`src/rtl/cache_arbiter_pkg.sv`:
```
// rtl/cache_arbiter_pkg.sv - shared types for the cache-to-pmem arbiter
package lc3b_types;
  localparam int LINE_W       = 128;
  localparam int ARB_STREAK_W = 4;

  typedef enum logic [1:0] {IDLE, GRANT_I, GRANT_D} arb_state_t;
  typedef logic [LINE_W-1:0] lc3b_line;
endpackage

```
`src/rtl/cache_arbiter_req_latch.sv`:
```
// rtl/cache_arbiter_req_latch.sv - winner's address, write data and rw flag held for one transaction
module arb_req_latch
  import lc3b_types::*;
#(
  parameter int ADDR_WIDTH = 16,
  parameter int LINE_WIDTH = LINE_W
) (
  input  logic                  clk,
  input  logic                  reset,
  input  logic                  load,
  input  logic [ADDR_WIDTH-1:0] addr_in,
  input  logic [LINE_WIDTH-1:0] wdata_in,
  input  logic                  write_in,
  output logic [ADDR_WIDTH-1:0] addr,
  output logic [LINE_WIDTH-1:0] wdata,
  output logic                  write
);
  always_ff @(posedge clk) begin
    if (reset) begin
      addr  <= '0;
      wdata <= '0;
      write <= 1'b0;
    end else if (load) begin
      addr  <= addr_in;
      wdata <= wdata_in;
      write <= write_in;
    end
  end
endmodule

```
`src/rtl/cache_arbiter.sv`:
```
// rtl/cache_arbiter.sv - I/D cache miss arbiter onto one pmem port; ARB_PERF_CNT_EN adds grant counters
module cache_arbiter
  import lc3b_types::*;
#(
  parameter int ADDR_WIDTH   = 16,
  parameter int LINE_WIDTH   = 128,
  parameter int STARVE_LIMIT = 3
) (
  input  logic                  clk,
  input  logic                  reset,
  input  logic                  i_pmem_read,
  input  logic [ADDR_WIDTH-1:0] i_pmem_address,
  output logic [LINE_WIDTH-1:0] i_pmem_rdata,
  output logic                  i_pmem_resp,
  input  logic                  d_pmem_read,
  input  logic                  d_pmem_write,
  input  logic [ADDR_WIDTH-1:0] d_pmem_address,
  input  logic [LINE_WIDTH-1:0] d_pmem_wdata,
  output logic [LINE_WIDTH-1:0] d_pmem_rdata,
  output logic                  d_pmem_resp,
  output logic                  pmem_read,
  output logic                  pmem_write,
  output logic [ADDR_WIDTH-1:0] pmem_address,
  output logic [LINE_WIDTH-1:0] pmem_wdata,
  input  logic [LINE_WIDTH-1:0] pmem_rdata,
`ifdef ARB_PERF_CNT_EN
  output logic [31:0]           i_grant_cnt,
  output logic [31:0]           d_grant_cnt,
  output logic [31:0]           conflict_cnt,
`endif
  input  logic                  pmem_resp
);
  localparam logic [ARB_STREAK_W-1:0] LIMIT = ARB_STREAK_W'(STARVE_LIMIT);

  arb_state_t              state;
  logic [ARB_STREAK_W-1:0] streak;
  logic                    active;
  logic                    latched_write;
  logic                    d_req, contended, pick_d, pick_i, grant;

  assign d_req     = d_pmem_read | d_pmem_write;
  assign contended = i_pmem_read & d_req;
  // D wins every contest except when I has already lost LIMIT in a row
  assign pick_d    = d_req & ~(contended & (streak == LIMIT));
  assign pick_i    = i_pmem_read & ~pick_d;
  assign grant     = (state == IDLE) & (pick_d | pick_i);

  arb_req_latch #(.ADDR_WIDTH(ADDR_WIDTH), .LINE_WIDTH(LINE_WIDTH)) u_latch (
    .clk      (clk),
    .reset    (reset),
    .load     (grant),
    .addr_in  (pick_d ? d_pmem_address : i_pmem_address),
    .wdata_in (pick_d ? d_pmem_wdata : '0),
    .write_in (pick_d & d_pmem_write),
    .addr     (pmem_address),
    .wdata    (pmem_wdata),
    .write    (latched_write)
  );

  always_ff @(posedge clk) begin
    if (reset) begin
      state  <= IDLE;
      streak <= '0;
      active <= 1'b0;
    end else begin
      case (state)
        IDLE: begin
          if (pick_d) begin
            state  <= GRANT_D;
            active <= 1'b1;
            if (!contended)           streak <= '0;
            else if (streak != LIMIT) streak <= streak + 1'b1;
          end else if (pick_i) begin
            state  <= GRANT_I;
            active <= 1'b1;
            streak <= '0;
          end
        end
        GRANT_I, GRANT_D: begin
          if (pmem_resp) begin
            state  <= IDLE;
            active <= 1'b0;
          end
        end
        default: begin
          state  <= IDLE;
          active <= 1'b0;
        end
      endcase
    end
  end

  assign pmem_read    = active & ~latched_write;
  assign pmem_write   = active & latched_write;
  assign i_pmem_resp  = (state == GRANT_I) & pmem_resp;
  assign d_pmem_resp  = (state == GRANT_D) & pmem_resp;
  assign i_pmem_rdata = pmem_rdata;
  assign d_pmem_rdata = pmem_rdata;

`ifdef ARB_PERF_CNT_EN
  always_ff @(posedge clk) begin
    if (reset) begin
      i_grant_cnt  <= '0;
      d_grant_cnt  <= '0;
      conflict_cnt <= '0;
    end else if (grant) begin
      if (pick_d) d_grant_cnt <= d_grant_cnt + 32'd1;
      else        i_grant_cnt <= i_grant_cnt + 32'd1;
      if (contended) conflict_cnt <= conflict_cnt + 32'd1;
    end
  end
`endif

  a_no_read_and_write: assert property (@(posedge clk) disable iff (reset)
    !(d_pmem_read && d_pmem_write));
endmodule

```
`config.mk`:
```
export PLATFORM = sky130hd
export DESIGN_NAME = cache_arbiter
export DESIGN_NICKNAME = d
export VERILOG_FILES = /design/src/rtl/cache_arbiter_pkg.sv /design/src/rtl/cache_arbiter_req_latch.sv /design/src/rtl/cache_arbiter.sv
export SDC_FILE = /design/constraint.sdc
export NUM_CORES = 1
export LEC_CHECK = 0
export CAP_MARGIN = 20
export CORE_AREA = 5 5 270 272
export DETAILED_ROUTE_END_ITERATION = 7
export DIE_AREA = 0 0 275 277
export HOLD_SLACK_MARGIN = 0.08
export PLACE_DENSITY = 0.41
export REMOVE_ABC_BUFFERS = 1
export SYNTH_ARGS = -nofsm -noshare
export SYNTH_HDL_FRONTEND = slang
export SYNTH_SLANG_ARGS = --single-unit
export TNS_END_PERCENT = 10
```
`constraint.sdc`:
```
create_clock -name clk -period 2 [get_ports clk]
set_input_delay 0.2 -clock clk [delete_from_list [all_inputs] [get_ports clk]]
set_output_delay 0.2 -clock clk [all_outputs]
set_load 0.01 [all_outputs]
```
Word level (Yosys, flattened, before mapping) --
Cells that the tools add are included.
Word-level totals: output and inout port bits 404, word-level logic and storage cells 48, register bits 152, input port bits 294
Cells by class: bitwise operators 15, mux-type cells 14, equal/unequal tests 7, add/subtract/negate cells 1, reductions and logical operators 5
Operators with widths (count):
- $mux W128 | 1
- $mux W16 | 1
- $mux W4 | 4
- $and A1 B1 Y1 | 10
- $mux W2 | 3
- $add A4 B1 Y4 const B | 1
- $eq A4 B2 Y1 const B | 1
- $ne A4 B2 Y1 const B | 1
- $pmux W2 S2 | 1
- $mux W1 | 3
- $ne A3 B2 Y1 const B | 1
- $ne A3 B3 Y1 const B | 1
- $not A1 Y1 | 3
- $reduce_and A3 Y1 | 1
- $eq A2 B1 Y1 const B | 1
- $eq A2 B2 Y1 const B | 1
- $logic_not A2 Y1 | 1
- $ne A2 B2 Y1 const B | 1
- $or A1 B1 Y1 | 2
- $pmux W1 S2 | 1
- $reduce_and A2 Y1 | 1
- $reduce_bool A2 Y1 | 1
- $reduce_or A2 Y1 | 1

Longest topological paths before layout --
Gate-level depths: netlist of run 1.
word-level depth 10, gate-level depth with buffers 7

Cells and area by module --
A second synthesis of run 1 with hierarchy kept.
Second synthesis, totals: cell total of the unflattened synthesis 934, area, all modules 8660.8 um^2
Modules (own cells, without submodules):
- arb_req_latch | cells an instance 467, instances 1, area an instance 5103.6 um^2
- cache_arbiter | cells an instance 467, instances 1, area an instance 3557.2 um^2

Worst setup path before layout of run 1 --
Ideal clock, no wire load.
kind flip-flop to flip-flop, start point register streak[0], end point register u_latch.wdata[0], data arrival time 1.566 ns, path buffers 3, path slack 0.317 ns, stages on the path, launching flop included 8, clock period less this slack 1.683 ns, cell sequence dfxtp_1 ha_1 nor4bb_2 buf_6 nor4_4 buf_12 buf_12 a22o_1
On the way: cells in the longest elaborated chain, start to end 8, elaborated cells on any way between the ends 9, those cells by class eq/ne: 1; mux: 1; bitwise: 7
RTL lines:
- start: declaration | RTL line cache_arbiter.sv:36 | logic [ARB_STREAK_W-1:0] streak;
- start signal: assignment | RTL line cache_arbiter.sv:72 | else if (streak != LIMIT) streak <= streak + 1'b1;
- $eq A4 B2 Y1 (*) | RTL line cache_arbiter.sv:44 | assign pick_d = d_req & ~(contended & (streak == LIMIT));
- $and A1 B1 Y1 (*) | RTL line cache_arbiter.sv:44
- $not A1 Y1 (*) | RTL line cache_arbiter.sv:44
- $and A1 B1 Y1 (*) | RTL line cache_arbiter.sv:44
- $not A1 Y1 | RTL line cache_arbiter.sv:45 | assign pick_i = i_pmem_read & ~pick_d;
- $and A1 B1 Y1 | RTL line cache_arbiter.sv:45
- $or A1 B1 Y1 | RTL line cache_arbiter.sv:46 | assign grant = (state == IDLE) & (pick_d | pick_i);
- $and A1 B1 Y1 | RTL line cache_arbiter.sv:46
- end signal: assignment | RTL line cache_arbiter_req_latch.sv:25 | wdata <= wdata_in;
- end: declaration | RTL line cache_arbiter_req_latch.sv:15 | output logic [LINE_WIDTH-1:0] wdata,
Every way passes the cells marked *; elsewhere a longest branch is shown, timed or not. A chain may end at the register's enable or synchronous reset.

Worst setup path after layout of run 1 --
start point register streak[0], end point register u_latch.wdata[75]
Same word-level chain as after synthesis.

==> summary.txt, run 1 <==
Status
  – Status: finished, final reports clean

Power and ir drop
  – VDD IR max: 0.467 mV
  – Leakage: 0.00352 uW
  – Net switching fraction of the power: 27.4%
  – Clock share of power: around 38%
  – Switching Power: about 2400 uW
  – Comb power frac: between 20 and 25%
  – Tot Pwr: around 8800 uW
  – Int Pwr: about 6400 uW
  – Sequential Power Share: between 40% and 50%
  – Pwr Density: slightly below 900 nW/um2

Global routing
  – Initial antenna violation count: 1
  – Global route overflow: 0
  – Global-route wire length before repair: a little over 80 mm
  – Vias in the first global route: about 5900
  – Largest net degree at the start of global routing: 57
  – GRT Util Overall: between 10% and 20%

Setup path
  – Max incr delay on CP: 440 ps
  – FF-to-FF End: u_latch.wdata[75]
  – Critical R2R Launch: streak[0]
  – Cells along the critical path: ha_1, nor4bb_2, nor4_4, buf_12, buf_12, a22o_1
  – CP Launch Type: flip-flop
  – CP bufs+invs: 2
  – Cell family with most CP delay: simple AND/OR/NAND/NOR gates
  – Critical Path AT: ~2200 ps
  – Slowest cell on the critical path: nor4bb_2
  – Worst path depth: 6
  – Flop2flop setup slack: about 140 ps
  – Crit Path Max Fanout: 30
  – Worst reg-to-reg path cell count: 6
  – Worst path required time: 2350 ps
  – CP Capture Type: flip-flop
  – WS Path Type: flip-flop to flip-flop
  – Cell repeated most along the worst path: buf_12
  – Critical path endpoint: u_latch.wdata[75]
  – Crit path launch: streak[0]

Synthesis
  – Ys async rst share: 0%
  – EDFF count, synth: 0
  – Synth top cells by count: 256 x buf_4, 152 x dfxtp_1, 128 x a22o_1
  – Avg Inst Size Synth: roughly 10 um2
  – Post-synth cell types: 40
  – Cell Area, Synth: between 7000 and 8000 um2
  – Top post-synthesis cells by area: dfxtp_1 42%, buf_4 27%, a22o_1 16%, buf_12 3.1%, o21ai_0 2.2%
  – Post-synth top area share: between 40% and 50%
  – Most frequently used flop master after synthesis: dfxtp_1
  – Mapped Cells: approximately 700
  – Sequential element share of the synthesized area: 42.3%
  – Yosys warning count: 0
  – Cell with the most instances after synthesis: buf_4
  – Post-synth top area cell: dfxtp_1
  – Yosys reg bits: 152

Clock tree
  – Root buffer selected by CTS: clkbuf_16
  – Clock Sinks: approximately 150
  – CTS Buffer Depth: 2
  – Reg clk slew, reported paths: about 70 ps
  – Total CTS buffers: 17
  – CTS tree: built
  – Clock Latency Late Sink: 460 ps
  – Number of H-tree levels: 4

STA
  – RSZ-0062 raised after global routing: no
  – Slew Viols, Final: 0
  – Period utilization: 93.2%
  – Hold Vio Cnt, Final: 0
  – Final setup margin: ~140 ps
  – Setup violations, final: 0
  – Slew headroom: 71.6%
  – Fmax: 0.536 GHz
  – Worst-Margin Slew: between 400 and 500 ps
  – Final clock skew: 16.2 ps
  – Min Tclk post-route: between 1500 and 2000 ps

Final layout
  – Fin util: 14.4%
  – Share of post-route cells with drive strength above 1: under 10%
  – Layout Nets: 1057
  – Sequential cell area: slightly above 3000 um2
  – Footprint of the multi-input gates: roughly 1800 um2
  – Layout area overhead: 41.2%
  – Layout Cells excl Fill: between 1500 and 2000
  – Final non-filler cell area: ~10000 um2
  – Filler cell count: about 7900

Floorplan
  – Die W: ~280 um
  – Die Ht: approximately 280 um
  – DIE AREA: ~76000 um2
  – Core Area: a little over 70000 um2
  – Row Count: slightly below 100
  – Initial Utilization: between 10% and 20%
  – Ports: about 700

Drt
  – Via count: around 6000
  – Drt via density: ~3.5
  – DRC: 0
  – Drt initial violations: about 330
  – WL/cell: roughly 40 um
  – Total wire length: between 60 and 70 mm
  – DRT antenna net count: 0
  – Pre-antenna DRT Iters: 4

Placement
  – Setup WS pre-CTS: -52.9 ps
  – RD Place Congestion: around 0.83
  – Placed Area: 9570 um2
  – Placed cells: approximately 1700
  – Hpwl dp: 59.2 mm
  – Port Buffers: ~310

Worst hold path
  – Min-delay worst type: primary input to flip-flop

Flow run
  – Max cap viols: 0
==> worst reg2reg max path, cell delays in order, from the launching register on <==
cell,delay [ps]
dfxtp_1,380
ha_1,180
nor4bb_2,440
nor4_4,90
buf_12,190
buf_12,190
a22o_1,270
==> per-stage QoR <==
step | hold WS [ps] | TNS [ps]
floorplan | 269 | -437360
global placement | 401 | -363
detailed placement | 401 | -2030
CTS | 233 | 0
global route | 290 | 0
finish | 301 | 0
==> timing repair <==
item	CTS	global route
resized for setup	2	0
hold buffers	0	0
setup endpoints to repair	2	0
buffers inserted	0	0
hold endpoints to repair	0	0
==> area by class of cell <==
type                       count  area share, %
antenna                        1         0.0246
clock buffer                  22           4.57
clock inverter                10           1.20
inverter                       4          0.148
multi-input combinational    240           18.0
sequential                   152           30.0
tap                          950           11.7
timing repair buffer         344           34.4
==> power groups by stage <==
| stage | Sequential, uW | Combinational, uW | Clock, uW |
|---|---|---|---|
| after floorplan | 3680 | 507 | 0 |
| after global placement | 3570 | 1980 | 0 |
| after detailed placement | 3570 | 1980 | 0 |
| after CTS | 3510 | 1990 | 3490 |
| after global routing | 3540 | 2100 | 3570 |
| final | 3510 | 1960 | 3310 |
==> worst min-delay path by stage <==
stage	startpoint	end	slack [ps]	depth (start not counted)
CTS	i_pmem_address[3]	u_latch.addr[3]	230	3
detailed placement	pmem_rdata[90]	i_pmem_rdata[90]	400	0
global placement	pmem_rdata[90]	i_pmem_rdata[90]	400	0
global route	i_pmem_address[9]	u_latch.addr[9]	290	3
floorplan	reset	streak[0]	270	1
finish	i_pmem_address[3]	u_latch.addr[3]	300	3
==> logic make-up after synthesis <==
| family | after synthesis | share of synthesized area [%] |
|---|---|---|
| buffers and inverters | 301 | 32.3 |
| DFF | 152 | 42.3 |
| and+or+nand+nor | 29 | 2.73 |
| adders and majority gates | 4 | 0.696 |
| AOI/OAI and AO/OA | 207 | 21.9 |
==> placed cells by master (no fill, tap or decap), types with 2 or more instances in the layout <==
cell / instances
a211oi_1: 2
a21oi_1: 20
a22o_1: 128
a31oi_1: 16
and2_1: 3
buf_12: 10
buf_4: 21
bufinv_16: 2
clkbuf_1: 3
clkbuf_16: 17
clkbuf_8: 2
clkdlybuf4s50_1: 311
clkinv_4: 3
clkinvlp_4: 4
dfxtp_1: 152
dlygate4sd2_1: 2
ha_1: 4
inv_1: 3
nand2_1: 5
nand3_1: 3
nor2_1: 3
nor2b_1: 3
o21ai_0: 32
==> sequential cells by signal, indices dropped and copies added (netlist names) <==
name	count
streak	4
active	1
u_latch.addr	16
u_latch.wdata	128
u_latch.write	1
state	2
==> per-layer routing <==
metal | GRT usage (%) | vias up | wire [um]
li1 | - | 2332 | -
met1 | 12.9 | 2670 | 18200
met2 | 23.3 | 853 | 26700
met3 | 23.6 | 94 | 19400
met4 | 7.17 | 26 | 2980
met5 | 13.5 | - | 1390
(Power assumes the default switching activity.)
==> run 2, diff against run 1 <==
--- a/config.mk
+++ b/config.mk
@@ -6,11 +6,11 @@
 export NUM_CORES = 1
 export LEC_CHECK = 0
 export CAP_MARGIN = 20
-export CORE_AREA = 5 5 270 272
+export CORE_AREA = 2 2 275 277
 export DETAILED_ROUTE_END_ITERATION = 7
-export DIE_AREA = 0 0 275 277
+export DIE_AREA = 0 0 277 279
 export HOLD_SLACK_MARGIN = 0.08
-export PLACE_DENSITY = 0.41
+export PLACE_DENSITY = 0.4
 export REMOVE_ABC_BUFFERS = 1
 export SYNTH_ARGS = -nofsm -noshare
 export SYNTH_HDL_FRONTEND = slang
==> run 2 against run 1 <==
Wire length up 5.4%; power increased by 0.64%; sequential power hardly changed; non-clock buffer count decreased by 3; register-to-register slack worse by 30 ps; utilization fell by 0.69 points; sequential share of layout area about the same; clock skew shrank 3.7 ps; maximum frequency is 1.6% lower; count of clock-buffer cells in the layout down 4; via count increased by 3.1%; first-iteration DRC count is 31% higher; critical path type unchanged; critical endpoint is now u_latch.wdata[28]; largest power group unchanged.
==> summary.txt, run 2 (same netlist as run 1, synthesis figures left out) <==
Setup path
  – Worst path depth: 8 (was 6)
  – CP Capture Type: flip-flop (unchanged)
  – Slowest cell on the critical path: dfxtp_2 (was nor4bb_2)
  – Cell family with most CP delay: buffers and inverters (was simple AND/OR/NAND/NOR gates)
  – Worst reg-to-reg path cell count: 8 (was 6)
  – CP bufs+invs: 4 (was 2)
  – Max incr delay on CP: 340 ps (was 440 ps)
  – Worst path required time: 2410 ps (was 2350 ps)
  – Flop2flop setup slack: 100 ps (was 140 ps)
  – Cells along the critical path: ha_1, nor4bb_4, buf_4, nor4_4, buf_4, buf_12, buf_12, a22o_1 (was ha_1, nor4bb_2, nor4_4, buf_12, buf_12, a22o_1)
  – CP Launch Type: flip-flop (unchanged)
  – Critical Path AT: 2300 ps (was 2210 ps)
  – Crit Path Max Fanout: 36 (was 30)
  – FF-to-FF End: u_latch.wdata[28] (was u_latch.wdata[75])
  – Critical R2R Launch: streak[0] (unchanged)
  – WS Path Type: flip-flop to flip-flop (unchanged)

Placement
  – Hpwl dp: 62.1 mm (was 59.2 mm)
  – RD Place Congestion: 0.940 (was 0.834)
  – Placed cells: 1705 (was 1690)
  – Setup WS pre-CTS: -165 ps (was -52.9 ps)
  – Placed Area: 9560 um2 (was 9570 um2)
  – Port Buffers: 313 (unchanged)

Final layout
  – Top flop regs: u_latch.wdata x128, u_latch.addr x16, streak x4 (unchanged)
  – Layout area overhead: 41.3% (was 41.2%)
  – Final non-filler cell area: 10200 um2 (about the same)
  – Commonest non-fill, non-tap cells in the layout: 311 x clkdlybuf4s50_1, 151 x dfxtp_1, 128 x a22o_1 (was 311 x clkdlybuf4s50_1, 152 x dfxtp_1, 128 x a22o_1)
  – # diodes: 0 (was 1)
  – Layout Cells excl Fill: 1736 (was 1723)
  – Most flops, register: u_latch.wdata (unchanged)
  – Share of post-route cells with drive strength above 1: 8.74% (was 8.81%)
  – Layout Nets: 1054 (was 1057)
  – Number of flip-flops in the largest register: 128 (unchanged)
  – Most common cell after layout, fill and taps aside: clkdlybuf4s50_1 (unchanged)

STA
  – Min Tclk post-route: 1900 ps (was 1860 ps)
  – Slew headroom: 68.3% (was 71.6%)
  – Final setup margin: 104 ps (was 136 ps)
  – Worst-Margin Slew: 474 ps (was 421 ps)
  – Fmax: 0.528 GHz (was 0.536 GHz)
  – Hold Vio Cnt, Final: 0 (unchanged)
  – WHS: 303 ps (was 301 ps)
  – Final clock skew: 12.5 ps (was 16.2 ps)
  – Slew Viols, Final: 0 (unchanged)
  – RSZ-0062 raised after global routing: no (unchanged)
  – Setup violations, final: 0 (unchanged)
  – Period utilization: 94.8% (was 93.2%)

Floorplan
  – Die W: 277 um (was 275 um)
  – Initial Utilization: 9.71% (was 10.2%)
  – Ports: 698 (unchanged)
  – Core Area: 74100 um2 (was 70500 um2)
  – Row Count: 100 (was 98)
  – Die Ht: 279 um (was 277 um)
  – DIE AREA: 77300 um2 (was 76200 um2)

Power and ir drop
  – Switching Power: 2510 uW (was 2410 uW)
  – Pwr Density: 870 nW/um2 (was 865 nW/um2)
  – Sequential Power Share: 39.7% (was 40.0%)
  – Leakage: 0.00352 uW (about the same)
  – VDD IR max: 0.498 mV (was 0.467 mV)
  – Clock share of power: 38.2% (was 37.7%)
  – Net switching fraction of the power: 28.3% (was 27.4%)
  – Comb power frac: 22.1% (was 22.4%)
  – Int Pwr: 6330 uW (was 6370 uW)

Global routing
  – Vias in the first global route: 5847 (was 5947)
  – Initial antenna violation count: 1 (unchanged)
  – Global route overflow: 0 (unchanged)
  – Global-route wire length before repair: 86.6 mm (was 82.3 mm)
  – GRT Util Overall: 18.3% (was 17.3%)
  – Largest net degree at the start of global routing: 38 (was 57)

Drt
  – DRT antenna net count: 0 (unchanged)
  – Via count: 6158 (was 5975)
  – Pre-antenna DRT Iters: 4 (unchanged)
  – DRC: 0 (unchanged)
  – WL/cell: 41.7 um (was 39.9 um)
  – Drt initial violations: 437 (was 334)
  – Total wire length: 72.4 mm (was 68.8 mm)
  – Drt via density: 3.55 (was 3.47)

Worst hold path
  – Hold Crit Start: i_pmem_address[3] (unchanged)
  – Min-delay worst type: primary input to flip-flop (unchanged)
  – Count of cells along the worst hold path: 3 (unchanged)
  – Hold worst-path end: u_latch.addr[3] (unchanged)

Clock tree
  – Root buffer selected by CTS: clkbuf_16 (unchanged)
  – Total CTS buffers: 17 (unchanged)
  – CTS Buffer Depth: 2 (unchanged)
  – Clock Sinks: 152 (unchanged)
  – CTS tree: built (unchanged)
  – Reg clk slew, reported paths: 70 ps (about the same)
  – Clock Latency Late Sink: 470 ps (was 460 ps)
  – Number of H-tree levels: 4 (unchanged)

Status
  – Status: finished, final reports clean (unchanged)

Flow run
  – Max cap viols: 0 (unchanged)
-- run 2: changes by cell type in the layout (fill, tap and decap cells not counted), sizes merged --
cell	before	now
inv	4	9
clkinv	4	3
clkbuf	22	18
diode	1	0
clkinvlp	4	2
buf	31	28
-- run 2: worst max path at each step --
stage / from / end / slack, ps
2_1_floorplan: state[0] / u_latch.wdata[0] / -3420
3_3_place_gp: i_pmem_read / u_latch.wdata[66] / -140
3_5_place_dp: i_pmem_read / u_latch.wdata[88] / -160
4_1_cts: streak[0] / u_latch.wdata[112] / 50
5_1_grt: streak[0] / u_latch.wdata[112] / 5
6_report: streak[0] / u_latch.wdata[28] / 100
-- run 2: through the flow --
stage | utilization [%] | total power, uW | setup TNS [ps]
5_1_grt | 13.7 | 9270 | 0
3_3_place_gp | 12.9 | 5540 | -10220
4_1_cts | 13.7 | 9060 | 0
3_5_place_dp | 12.9 | 5530 | -13330
6_report | 13.7 | 8840 | 0
2_1_floorplan | - | 4190 | -437360
-- run 2: repair_timing --
item / in CTS / in global routing
gates cloned: 0 / 0
gates resized for setup: 2 / 2
endpoints found under the setup margin: 2 / 32
buffers inserted: 0 / 1
pin swaps: 0 / 2
hold buffers: 0 / 0
-- run 2: tightest hold or removal path, stage by stage --
cell and delay, ps:
clkdlybuf4s50_1 390, o21ai_0 70, a21oi_1 60
-- run 2: per-layer routing --
layer / wire length (um) / GRT usage, % / vias up
li1: - / - / 2317
met1: 19000 / 13.0 / 2786
met2: 29800 / 26.3 / 960
met3: 20300 / 24.8 / 73
met4: 2130 / 5.76 / 22
met5: 1240 / 11.9 / -
-- run 2: cell type report --
type	instances	area, um2
Clock buffer	18	439
Clock inverter	12	140
Fill cell	8400	63900
Inverter	4	15.0
Multi-Input combinational cell	240	1840
Sequential cell	152	3040
Tap cell	969	1210
Timing Repair Buffer	341	3470
-- run 2: power by group through the flow --
stage / Clock [uW] / Sequential, uW / Combinational (uW)
floorplan: 0 / 3680 / 507
global placement: 0 / 3570 / 1960
detailed placement: 0 / 3570 / 1960
CTS: 3570 / 3510 / 1970
global route: 3640 / 3550 / 2080
finish: 3380 / 3510 / 1950
